**config.mk**
```make
export PLATFORM = sky130hd
export DESIGN_NAME = load_store_unit
export DESIGN_NICKNAME = d
export VERILOG_FILES = /design/src/rtl/load_store_unit.sv
export SDC_FILE = /design/constraint.sdc
export NUM_CORES = 1
export LEC_CHECK = 0
export BUFFER_PORTS_ARGS = -buffer_cell sky130_fd_sc_hd__buf_4
export CAP_MARGIN = 20
export CORE_MARGIN = 4
export CORE_UTILIZATION = 47
export DETAILED_ROUTE_END_ITERATION = 16
export MAX_ROUTING_LAYER = met4
export PLACE_DENSITY = 0.78
export SLEW_MARGIN = 20
export SYNTH_ARGS = -nofsm -noshare
export SYNTH_HDL_FRONTEND = slang
export SYNTH_SLANG_ARGS = --single-unit
```
**constraint.sdc**
```tcl
create_clock -name clk -period 2.6 [get_ports clk]
set_input_delay 0.13 -clock clk [delete_from_list [all_inputs] [get_ports clk]]
set_output_delay 0.13 -clock clk [all_outputs]
set_load 0.005 [all_outputs]
```
**src/rtl/load_store_unit.sv**
```systemverilog
// Load/store unit: accepts load/store requests from execute and drives a
// word-organised data memory. Loads are byte/halfword extracted and
// sign/zero extended; SB/SH are done as read-modify-write of the whole word.
// Ports:
//   clk, reset                      clock (rising edge), async active-high reset
//   req_valid/req_ready             request handshake (ready only in IDLE)
//   req_write, req_funct3           store flag and RV32I width/sign code
//   req_addr, req_wdata             byte address, right-aligned store data
//   resp_valid, resp_rdata, resp_err  one-cycle response pulse, load data, error
//   mem_write, mem_read             memory strobes
//   mem_address, mem_wr_data        word address and full write word
//   mem_rd_data                     combinational memory read data
module load_store_unit #(
    parameter int ADDR_W = 6
) (
    input  logic              clk,
    input  logic              reset,
    input  logic              req_valid,
    output logic              req_ready,
    input  logic              req_write,
    input  logic [2:0]        req_funct3,
    input  logic [31:0]       req_addr,
    input  logic [31:0]       req_wdata,
    output logic              resp_valid,
    output logic [31:0]       resp_rdata,
    output logic              resp_err,
    output logic              mem_write,
    output logic              mem_read,
    output logic [ADDR_W-1:0] mem_address,
    output logic [31:0]       mem_wr_data,
    input  logic [31:0]       mem_rd_data
);

    typedef enum logic [2:0] {
        IDLE,
        LOAD,
        RMWRD,
        WRITE,
        RESP
    } state_t;

    state_t      state;
    logic [1:0]  off_q;
    logic [2:0]  f3_q;
    logic [15:0] wdata_q;

    logic f3_bad;
    logic misaligned;
    logic out_of_range;
    logic req_err;

    always_comb begin
        if (req_write)
            f3_bad = !(req_funct3 inside {3'b000, 3'b001, 3'b010});
        else
            f3_bad = !(req_funct3 inside {3'b000, 3'b001, 3'b010,
                                          3'b100, 3'b101});
        misaligned = ((req_funct3[1:0] == 2'b01) && req_addr[0])
                  || ((req_funct3[1:0] == 2'b10) && (req_addr[1:0] != 2'b00));
        out_of_range = |req_addr[31:ADDR_W+2];
        req_err = f3_bad | misaligned | out_of_range;
    end

    // Little-endian lane pick: byte lane = off, halfword lane = off[1].
    function automatic logic [31:0] extract(input logic [31:0] w,
                                            input logic [1:0]  off,
                                            input logic [2:0]  f3);
        logic [7:0]  b;
        logic [15:0] h;
        b = w[{off, 3'b000} +: 8];
        h = w[{off[1], 4'b0000} +: 16];
        case (f3)
            3'b000:  extract = {{24{b[7]}}, b};
            3'b001:  extract = {{16{h[15]}}, h};
            3'b100:  extract = {24'd0, b};
            3'b101:  extract = {16'd0, h};
            default: extract = w;
        endcase
    endfunction

    // Only SB (f3=000) and SH (f3=001) reach the merge path.
    function automatic logic [31:0] merge(input logic [31:0] w,
                                          input logic [15:0] wd,
                                          input logic [1:0]  off,
                                          input logic [2:0]  f3);
        logic [31:0] m;
        m = w;
        if (f3[0])
            m[{off[1], 4'b0000} +: 16] = wd;
        else
            m[{off, 3'b000} +: 8] = wd[7:0];
        return m;
    endfunction

    always_ff @(posedge clk or posedge reset) begin
        if (reset) begin
            state       <= IDLE;
            off_q       <= '0;
            f3_q        <= '0;
            wdata_q     <= '0;
            req_ready   <= 1'b1;
            resp_valid  <= 1'b0;
            resp_rdata  <= '0;
            resp_err    <= 1'b0;
            mem_write   <= 1'b0;
            mem_read    <= 1'b0;
            mem_address <= '0;
            mem_wr_data <= '0;
        end else begin
            case (state)
                IDLE: begin
                    if (req_valid && req_ready) begin
                        req_ready <= 1'b0;
                        off_q     <= req_addr[1:0];
                        f3_q      <= req_funct3;
                        wdata_q   <= req_wdata[15:0];
                        if (req_err) begin
                            resp_valid <= 1'b1;
                            resp_err   <= 1'b1;
                            state      <= RESP;
                        end else if (!req_write) begin
                            mem_read    <= 1'b1;
                            mem_address <= req_addr[ADDR_W+1:2];
                            state       <= LOAD;
                        end else if (req_funct3 == 3'b010) begin
                            mem_write   <= 1'b1;
                            mem_wr_data <= req_wdata;
                            mem_address <= req_addr[ADDR_W+1:2];
                            state       <= WRITE;
                        end else begin
                            mem_read    <= 1'b1;
                            mem_address <= req_addr[ADDR_W+1:2];
                            state       <= RMWRD;
                        end
                    end
                end
                LOAD: begin
                    mem_read    <= 1'b0;
                    mem_address <= '0;
                    resp_rdata  <= extract(mem_rd_data, off_q, f3_q);
                    resp_valid  <= 1'b1;
                    state       <= RESP;
                end
                RMWRD: begin
                    // Address is kept for the write-back cycle.
                    mem_read    <= 1'b0;
                    mem_write   <= 1'b1;
                    mem_wr_data <= merge(mem_rd_data, wdata_q, off_q, f3_q);
                    state       <= WRITE;
                end
                WRITE: begin
                    mem_write   <= 1'b0;
                    mem_wr_data <= '0;
                    mem_address <= '0;
                    resp_valid  <= 1'b1;
                    state       <= RESP;
                end
                RESP: begin
                    resp_valid <= 1'b0;
                    resp_rdata <= '0;
                    resp_err   <= 1'b0;
                    req_ready  <= 1'b1;
                    state      <= IDLE;
                end
                default: begin
                    state     <= IDLE;
                    req_ready <= 1'b1;
                end
            endcase
        end
    end

endmodule

```
==> run_results.csv, run 1 <==
group,metric,value,unit
floorplan,start_util,48.2,%
finish,ff_latch_area,0.00248,mm²
finish,nets,839,
sta,slew_violations,0,
clocking,clock_latency,0.35,ns
synthesis,netlist.top_cell.by_area,"dfrtp_1",
clocking,cts_buffer_depth,2,
global_routing,grt_max_degree,52,
global_routing,met1_usage,38.5,%
global_routing,grt_overflow,0,
global_routing,top_usage_layer,"met2",
global_routing,grt_util_met2,40.6,%
min_path,holdPathStages,3,
placed_design,portBuffers,177,
critical_path,r2r_cells,7,
finish,multi_input_area,0.00308,mm²
floorplan,rows,40,
placed_design,dp_hpwl,14000,µm
synthesis,yosys_most_used_dff,"dfrtp_1",
global_routing,antenna_found_initial,0,
critical_path,arrival,2.74,ns
synthesis,ys_warn_count,0,
synthesis,synth_cell_types,46,
finish,syn_to_final_growth,30.9,%
critical_path,critPathLaunchType,"register",
synthesis,synth_compound_gate_area_share,21.8,%
critical_path,timing.rr.end,"mem_wr_data[22]",
floorplan,die_y,119,µm
critical_path,worst-endpoint-required,2.88,ns
route,vias,5451,
finish,fillCellCount,1005,
sta,setup_tns,0,ns
sta,rsz0062_at_grt,"no",
floorplan,ios,178,
sta,tightest_slew,0.904,ns
route,via_per_inst,6.17,
route,wirelength,18700,µm
finish,final_layout_size_suffix_gt1_share,36.8,%
synthesis,netlist_top_cells_area,"dfrtp_1 42%, mux2_2 9.9%, mux2i_1 8.0%",
floorplan,die-area,0.0142,mm²
synthesis,ys_ff_latch,99,
sta,final_hold_viol_count,0,
synthesis,synthXorXnorAreaFrac,0,%
route,antenna_left,0,
clocking,clk_pin_slew,0.06,ns
clocking,cts-root-buf,"clkbuf_16",
sta,max_slew_margin,39.3,%
min_path,min_from,"req_addr[1]",
clocking,clock_sinks,99,
route,wire_per_inst,21.2,µm
critical_path,crit_fanout,28,
synthesis,synth-simple-area-share,12.2,%
route,firstDrtPassIters,5,
critical_path,crit_path_end_kind,"register",
placed_design,gp_congestion,0.919,
synthesis,synth_area,0.00579,mm²
synthesis,async_flop_share,100,%
critical_path,r2r_slack,0.15,ns
clocking,numCtsBuffers,9,
floorplan,fp.coreArea,0.0120,mm²
finish,diodes,0,
synthesis,avgSynthCellArea,10.2,µm²
pwr,ir_drop,302,µV
global_routing,grt_pass1_wl,30100,µm
clocking,cts_tree,"yes",
min_path,hold_end,"off_q[1]",
critical_path,r2r-start,"off_q[1]",
sta,fin_crit_sh,94.4,%
floorplan,die_w,119,µm
synthesis,synthMuxAreaShare,17.9,%
pwr,power_density,760,mW/mm²
route,drc,0,
sta,fin_skew,0.00614,ns
route,drt_iter0_drc,532,
critical_path,crit_type,"register to register",
sta,layout_min_cycle_time,2.45,ns
synthesis,ys_seq_area_share,42.8,%
placed_design,place_ws,0.173,ns
run_status,outcome,"complete, no violations",
synthesis,synth-edff-count,0,
pwr,p_leak,3.70,nW
sta,fmax,0.407,GHz
clocking,cts_max_level,3,
synthesis,synth_cells,566,
sta,whs,0.00738,ns
synthesis,synthAdderAreaFrac,1.08,%
flow_run,max_cap_viol_count,0,
sta,fin_ws,0.146,ns
min_path,holdCritPathClass,"input port to register",
global_routing,grt_use_total,27.3,%
synthesis,synth_fp_nets,674,
synthesis,synth_top_family_by_area,"compound AO/OA/AOI/OAI gates",
global_routing,grt_pass1_vias,5482,
global_routing,grt_use_met3,3.61,%
synthesis,synth_top_area_share,42.4,%
sta,finalSetupViolCount,0,
worst max-delay path by stage:
stage / to / start / slack (ns)
final: mem_wr_data[22] / off_q[1] / 0.15
after floorplan: mem_wr_data[24] / off_q[0] / 0.29
after global placement: mem_wr_data[31] / off_q[1] / 0.23
after CTS: mem_wr_data[26] / off_q[1] / 0.11
after global routing: mem_wr_data[22] / off_q[1] / 0.01
after detailed placement: mem_wr_data[29] / off_q[1] / 0.17
placed cells by master, fill, tap and decap left out, drive strengths merged, types with 2 or more instances in the layout:
cell and instances:
buf 194, dfrtp 98, nand2 53, mux2 51, mux2i 46, a21oi 42
a22o 39, a221o 25, nor2 24, nand2b 23, o21ai 18, inv 14
clkbuf 14, nor3 11, a32o 10, a31oi 9, o221ai 8, nor4 8
nor2b 7, ha 5, nand3 4, nand4 3, clkinv 3, o211ai 2
and3 2, nand3b 2, a22oi 2, o2bb2ai 2, a221oi 2, a2111oi 2
final cells by class:
| class | instances | area share (%) |
|---|---|---|
| inverters | 16 | 0.842 |
| flip-flops and latches | 99 | 32.7 |
| clock buffers | 14 | 3.48 |
| repair buffers | 195 | 19.8 |
| well taps | 147 | 2.43 |
| multi-input cells | 410 | 40.6 |
| clock inverters | 2 | 0.132 |
cells by family (layout without fill, tap and decap cells):
logic type | count (synthesis) | in the layout
AOI/OAI and AO/OA | 167 | 167
adders and majority gates | 5 | 5
buffers and inverters | 57 | 227
DFF | 99 | 99
muxes | 97 | 97
and+or+nand+nor | 141 | 141
synthesized netlist by cell type (2+ instances only):
cell	number
nand3_1	4
a221o_1	25
nor3_1	10
and3_1	2
a31oi_1	9
buf_1	4
nand3b_1	2
a32o_1	10
nand2_1	53
nor2b_1	7
inv_1	15
nand2b_1	23
nand4_1	3
nor2_1	24
mux2i_1	46
o2bb2ai_1	2
mux2_2	51
buf_6	3
a22oi_1	2
o21ai_0	18
o221ai_1	8
nor4_1	7
a22o_1	39
a221oi_1	2
dfrtp_1	98
ha_1	5
a21oi_1	42
clkbuf_1	27
o211ai_1	2
a2111oi_0	2
buf_2	6
stage by stage:
step	utilization, %	total power [mW]	area [µm²]	std cells
floorplan	-	3.71	5790	566
global placement	60.4	4.38	7260	865
detailed placement	60.6	4.43	7280	866
CTS	63.0	5.71	7570	883
global route	63.1	6.08	7580	883
finish	63.1	5.76	7580	883
per-layer routing:
metal / part of all wire, % / routed length (µm) / up-vias
met4: 2.3 / 429 / 0
li1: - / - / 2454
met1: 44 / 8250 / 2705
met2: 46 / 8660 / 258
met5: 0 / 0 / -
met3: 7.3 / 1360 / 34
power by group:
group          switching, mW  internal, mW  total [mW]
combinational           1.36          1.05        2.41
clock                  0.563         0.700        1.26
sequential             0.342          1.74        2.09
total                   2.27          3.49        5.76
critical path, stage by stage (launching register included):
cell,delay (ns)
dfrtp_2,0.35
buf_4,0.32
ha_1,0.33
nand2_1,0.08
nor3_1,0.70
a221o_1,0.30
a32o_1,0.17
mux2_2,0.14
registers in the layout (all words and copies together), names as in the netlist, 2 cells and up:
name / count
wdata_q: 16
off_q: 2
mem_address: 6
f3_q: 3
resp_rdata: 32
state: 3
mem_wr_data: 32
timing repair:
| action | CTS | global route |
|---|---|---|
| gates resized for setup | 0 | 1 |
| endpoints found under the hold margin | 27 | 0 |
| hold buffers | 1 | 0 |
| setup endpoints to repair | 0 | 6 |
| buffers inserted | 0 | 0 |
(Power assumes the default switching activity.)
==> run 2: changes to the inputs <==
- CORE_UTILIZATION: 47 -> 41
- PLACE_DENSITY: 0.78 -> 0.72
==> run_results.csv, run 2 (same netlist as run 1, synthesis figures left out) <==
group,metric,value,unit
route,via_per_inst,5.83,
finish,top_regs,"mem_wr_data: 32 flops, resp_rdata: 32 flops, wdata_q: 16 flops",
finish,final_layout_size_suffix_gt1_share,36.9,%
floorplan,rows,43,
floorplan,die-area,0.0161,mm²
clocking,clk_pin_slew,0.07,ns
global_routing,grt_overflow,0,
sta,max_slew_margin,36.3,%
finish,fin_util,54.8,%
sta,tightest_slew,0.948,ns
floorplan,start_util,41.7,%
critical_path,worst-endpoint-required,2.89,ns
pwr,power_density,746,mW/mm²
floorplan,fp.coreArea,0.0139,mm²
finish,nets,843,
global_routing,grt_use_total,24.0,%
clocking,cts_tree,"yes",
clocking,cts_max_level,3,
clocking,cts-root-buf,"clkbuf_16",
critical_path,arrival,2.73,ns
sta,final_hold_viol_count,0,
sta,fin_skew,0.00670,ns
global_routing,grt_pass1_vias,5245,
route,wirelength,19100,µm
sta,layout_min_cycle_time,2.44,ns
route,wire_per_inst,20.7,µm
route,drt_iter0_drc,701,
floorplan,die_w,127,µm
placed_design,gp_congestion,0.885,
critical_path,critPathLaunchType,"register",
sta,slew_violations,0,
floorplan,die_y,127,µm
sta,rsz0062_at_grt,"no",
route,drc,0,
sta,fmax,0.410,GHz
placed_design,dp_hpwl,14000,µm
clocking,cts_buffer_depth,2,
placed_design,portBuffers,177,
finish,syn_to_final_growth,31.5,%
route,firstDrtPassIters,6,
critical_path,crit_path_end_kind,"register",
clocking,cts_setup_buffers,0,
clocking,clock_latency,0.35,ns
finish,final_common_cell,"buf_4",
route,antenna_left,0,
finish,final_cell_mix,"196 x buf_4, 96 x dfrtp_1, 53 x nand2_1",
run_status,outcome,"complete, no violations",
sta,fin_crit_sh,93.8,%
critical_path,crit_type,"register to register",
critical_path,r2r_slack,0.16,ns
sta,finalSetupViolCount,0,
pwr,p_leak,3.70,nW
global_routing,grt_pass1_wl,29500,µm
global_routing,grt_max_degree,100,
finish,diodes,0,
route,vias,5359,
sta,setup_tns,0,ns
pwr,ir_drop,329,µV
global_routing,antenna_found_initial,0,
floorplan,ios,178,
clocking,numCtsBuffers,9,
clocking,clock_sinks,99,
flow_run,max_cap_viol_count,0,
min_path,holdCritPathClass,"input port to register",
critical_path,crit_fanout,8,
[run 2: worst max-delay path, stage by stage, from the launching register on]
cell	delay (ns)
dfrtp_2	0.43
inv_1	0.16
ha_1	0.45
nand2_1	0.08
nor3_1	0.73
a221o_1	0.27
a22o_1	0.13
mux2_2	0.14
[run 2: report_power, final]
part,total (mW),internal (mW),switching [mW]
combinational,2.41,1.06,1.36
clock,1.22,0.646,0.577
sequential,2.05,1.74,0.301
total,5.68,3.45,2.23
[run 2: worst paths after layout]
path | from | endpoint | cells after the start
max in group asynchronous | reset | wdata_q[0] | 4
hold reg to reg | resp_rdata[4] | resp_rdata[4] | 2
hold / removal | req_wdata[0] | wdata_q[0] | 2
setup reg to reg | off_q[1] | mem_wr_data[10] | 7
setup / recovery | off_q[1] | mem_wr_data[10] | 7
min in group asynchronous | reset | state[0] | 4
[run 2: area by class of cell]
cell class / instances / area, µm²
fillers: 1273 / 6270
multi-input cells: 410 / 3080
flip-flops and latches: 99 / 2480
repair buffers: 199 / 1510
clock buffers: 13 / 240
well taps: 180 / 225
inverters: 16 / 63.8
clock inverters: 3 / 15.0
[run 2: repair_timing]
action | CTS | global route
hold buffers | 2 | 0
resized for setup | 0 | 1
hold endpoints to repair | 99 | 0
endpoints found under the setup margin | 0 | 6
[run 2: per-layer routing]
layer | vias up | global-route usage, % | wire length (µm)
met3 | 32 | 3.03 | 1140
met1 | 2643 | 32.4 | 8250
li1 | 2463 | - | -
met4 | 0 | 9.21 | 492
met2 | 221 | 37.2 | 9170
met5 | - | - | 0
[run 2: per-stage QoR]
step | cell area (µm²) | setup slack (ns) | power, mW | hold WS, ns | std cells
CTS | 7600 | 0.0603 | 5.66 | 0.00695 | 920
floorplan | 5790 | 0.287 | 3.71 | 0.247 | 566
finish | 7610 | 0.160 | 5.68 | 0.0185 | 920
global placement | 7330 | 0.150 | 4.37 | 0.336 | 902
global route | 7610 | 0.0202 | 6.02 | 0.0147 | 920
detailed placement | 7330 | 0.0912 | 4.43 | 0.348 | 902
==> run 3: changes to the inputs <==
- PLACE_DENSITY: 0.72 -> unset
- PLACE_DENSITY_LB_ADDON: unset -> 0.1
==> run_results.csv, run 3 (same netlist as run 1, synthesis figures left out) <==
group,metric,value,unit
finish,final_layout_size_suffix_gt1_share,37.5,%
finish,fin_util,55.0,%
sta,fin_skew,0.00740,ns
route,wire_per_inst,21.4,µm
pwr,power_density,749,mW/mm²
floorplan,start_util,41.7,%
pwr,p_int,3.44,mW
pwr,switching_share,39.8,%
floorplan,rows,43,
placed_design,dpl_cell_area,0.00735,mm²
sta,setup_tns,0,ns
pwr,seq_power_share,35.8,%
pwr,p_leak,3.71,nW
sta,slew_violations,0,
critical_path,crit_cells,7,
finish,final_common_cell,"buf_4",
sta,max_slew_margin,34.4,%
critical_path,critPathMaxStageDelay,0.75,ns
route,drc,0,
critical_path,r2r_cells,7,
sta,fin_ws,0.105,ns
sta,fin_crit_sh,95.9,%
critical_path,critPathLaunchType,"register",
floorplan,die-area,0.0161,mm²
floorplan,die_w,127,µm
placed_design,dp_cells,902,
global_routing,grt_use_total,24.8,%
critical_path,crit_path_end_kind,"register",
placed_design,dp_hpwl,14800,µm
critical_path,cp_top_family,"simple AND/OR/NAND/NOR gates",
global_routing,met1_usage,34.7,%
critical_path,worst-endpoint-required,2.89,ns
pwr,clkPwrFrac,21.8,%
clocking,clock_latency,0.35,ns
route,firstDrtPassIters,5,
clocking,cts_buffer_depth,2,
sta,finalSetupViolCount,0,
route,antenna_left,0,
clocking,cts_tree,"yes",
clocking,cts-root-buf,"clkbuf_16",
finish,diodes,0,
clocking,numCtsBuffers,9,
global_routing,grt_pass1_wl,30400,µm
pwr,power_switching,2.28,mW
finish,multi_input_area,0.00308,mm²
critical_path,path_buf_inv,1,
finish,nets,842,
placed_design,place_ws,0.197,ns
finish,fillCellCount,1272,
floorplan,die_y,127,µm
critical_path,crit_fanout,22,
sta,fmax,0.401,GHz
global_routing,grt_overflow,0,
global_routing,grt_max_degree,44,
critical_path,critPathSlowestCell,"nor3_1",
critical_path,crit_type,"register to register",
finish,final_cells,919,
sta,tightest_slew,0.977,ns
pwr,ir_drop,324,µV
flow_run,max_cap_viol_count,0,
placed_design,gp_congestion,0.912,
placed_design,portBuffers,177,
route,via_per_inst,5.81,
clocking,clock_sinks,99,
finish,fin_area,0.00764,mm²
min_path,holdCritPathClass,"input port to register",
global_routing,grt_pass1_vias,5306,
sta,rsz0062_at_grt,"no",
run_status,outcome,"complete, no violations",
floorplan,fp.coreArea,0.0139,mm²
finish,ff_latch_area,0.00248,mm²
finish,top_regs,"mem_wr_data: 32 flops, resp_rdata: 32 flops, wdata_q: 16 flops",
global_routing,top_usage_layer,"met2",
global_routing,grt_util_met2,36.3,%
critical_path,arrival,2.78,ns
route,wirelength,19600,µm
global_routing,grt_use_met3,5.39,%
clocking,clk_pin_slew,0.07,ns
sta,final_hold_viol_count,0,
pwr,p_comb_share,42.4,%
global_routing,antenna_found_initial,0,
clocking,cts_max_level,3,
route,vias,5340,
route,drt_iter0_drc,402,
floorplan,ios,178,
min_path,holdPathStages,3,
critical_path,cp_cell_sequence,"buf_4, ha_1, nand2_1, nor3_1, a221o_1, a22o_1, mux2_2",
sta,layout_min_cycle_time,2.49,ns
finish,final_cell_mix,"195 x buf_4, 96 x dfrtp_1, 53 x nand2_1",
finish,syn_to_final_growth,31.9,%
==> run 3: area by class of cell <==
type	count	share of cell area (%)
Inverter	16	0.836
Timing Repair Buffer	198	19.9
Tap cell	180	2.95
Clock buffer	9	2.95
Multi-Input combinational cell	410	40.3
Clock inverter	7	0.590
Sequential cell	99	32.5
==> run 3: worst paths after layout <==
check                                    from              end  slack [ns]
worst max-delay path                 off_q[1]  mem_wr_data[21]        0.11
worst min-delay path            req_funct3[0]          f3_q[0]        0.02
worst max register to register       off_q[1]  mem_wr_data[21]        0.11
worst min register to register  resp_rdata[2]    resp_rdata[2]        0.47
max in group asynchronous               reset        req_ready        1.26
min in group asynchronous               reset    resp_rdata[9]        0.50
==> run 3: power groups by stage <==
stage	clock network, mW	registers [mW]	logic [mW]
finish	1.25	2.05	2.43
CTS	1.27	2.04	2.41
global route	1.32	2.07	2.64
floorplan	0	1.94	1.76
detailed placement	0	2.07	2.39
global placement	0	2.06	2.35
==> run 3: what timing repair did <==
item | in CTS | in global routing
endpoints found under the hold margin | 35 | 0
resized for setup | 0 | 1
setup buffers | 0 | 0
hold buffers | 1 | 0
setup endpoints to repair | 0 | 3
==> run 3: through the flow <==
step	hold slack [ns]	total power, mW
2_1_floorplan	0.247	3.71
3_3_place_gp	0.343	4.42
3_5_place_dp	0.361	4.45
4_1_cts	0.0167	5.71
5_1_grt	0.0187	6.04
6_report	0.0172	5.72
==> run 3: layer usage <==
layer | part of all wire, % | wire [µm] | vias up
li1 | - | - | 2469
met1 | 45 | 8860 | 2610
met2 | 45 | 8870 | 227
met3 | 7.5 | 1470 | 34
met4 | 2.2 | 431 | 0
met5 | 0 | 0 | -
==> run 3: tightest hold or removal path, stage by stage <==
cell and delay, ns:
buf_4 0.09, nand2_1 0.04, o21ai_0 0.06
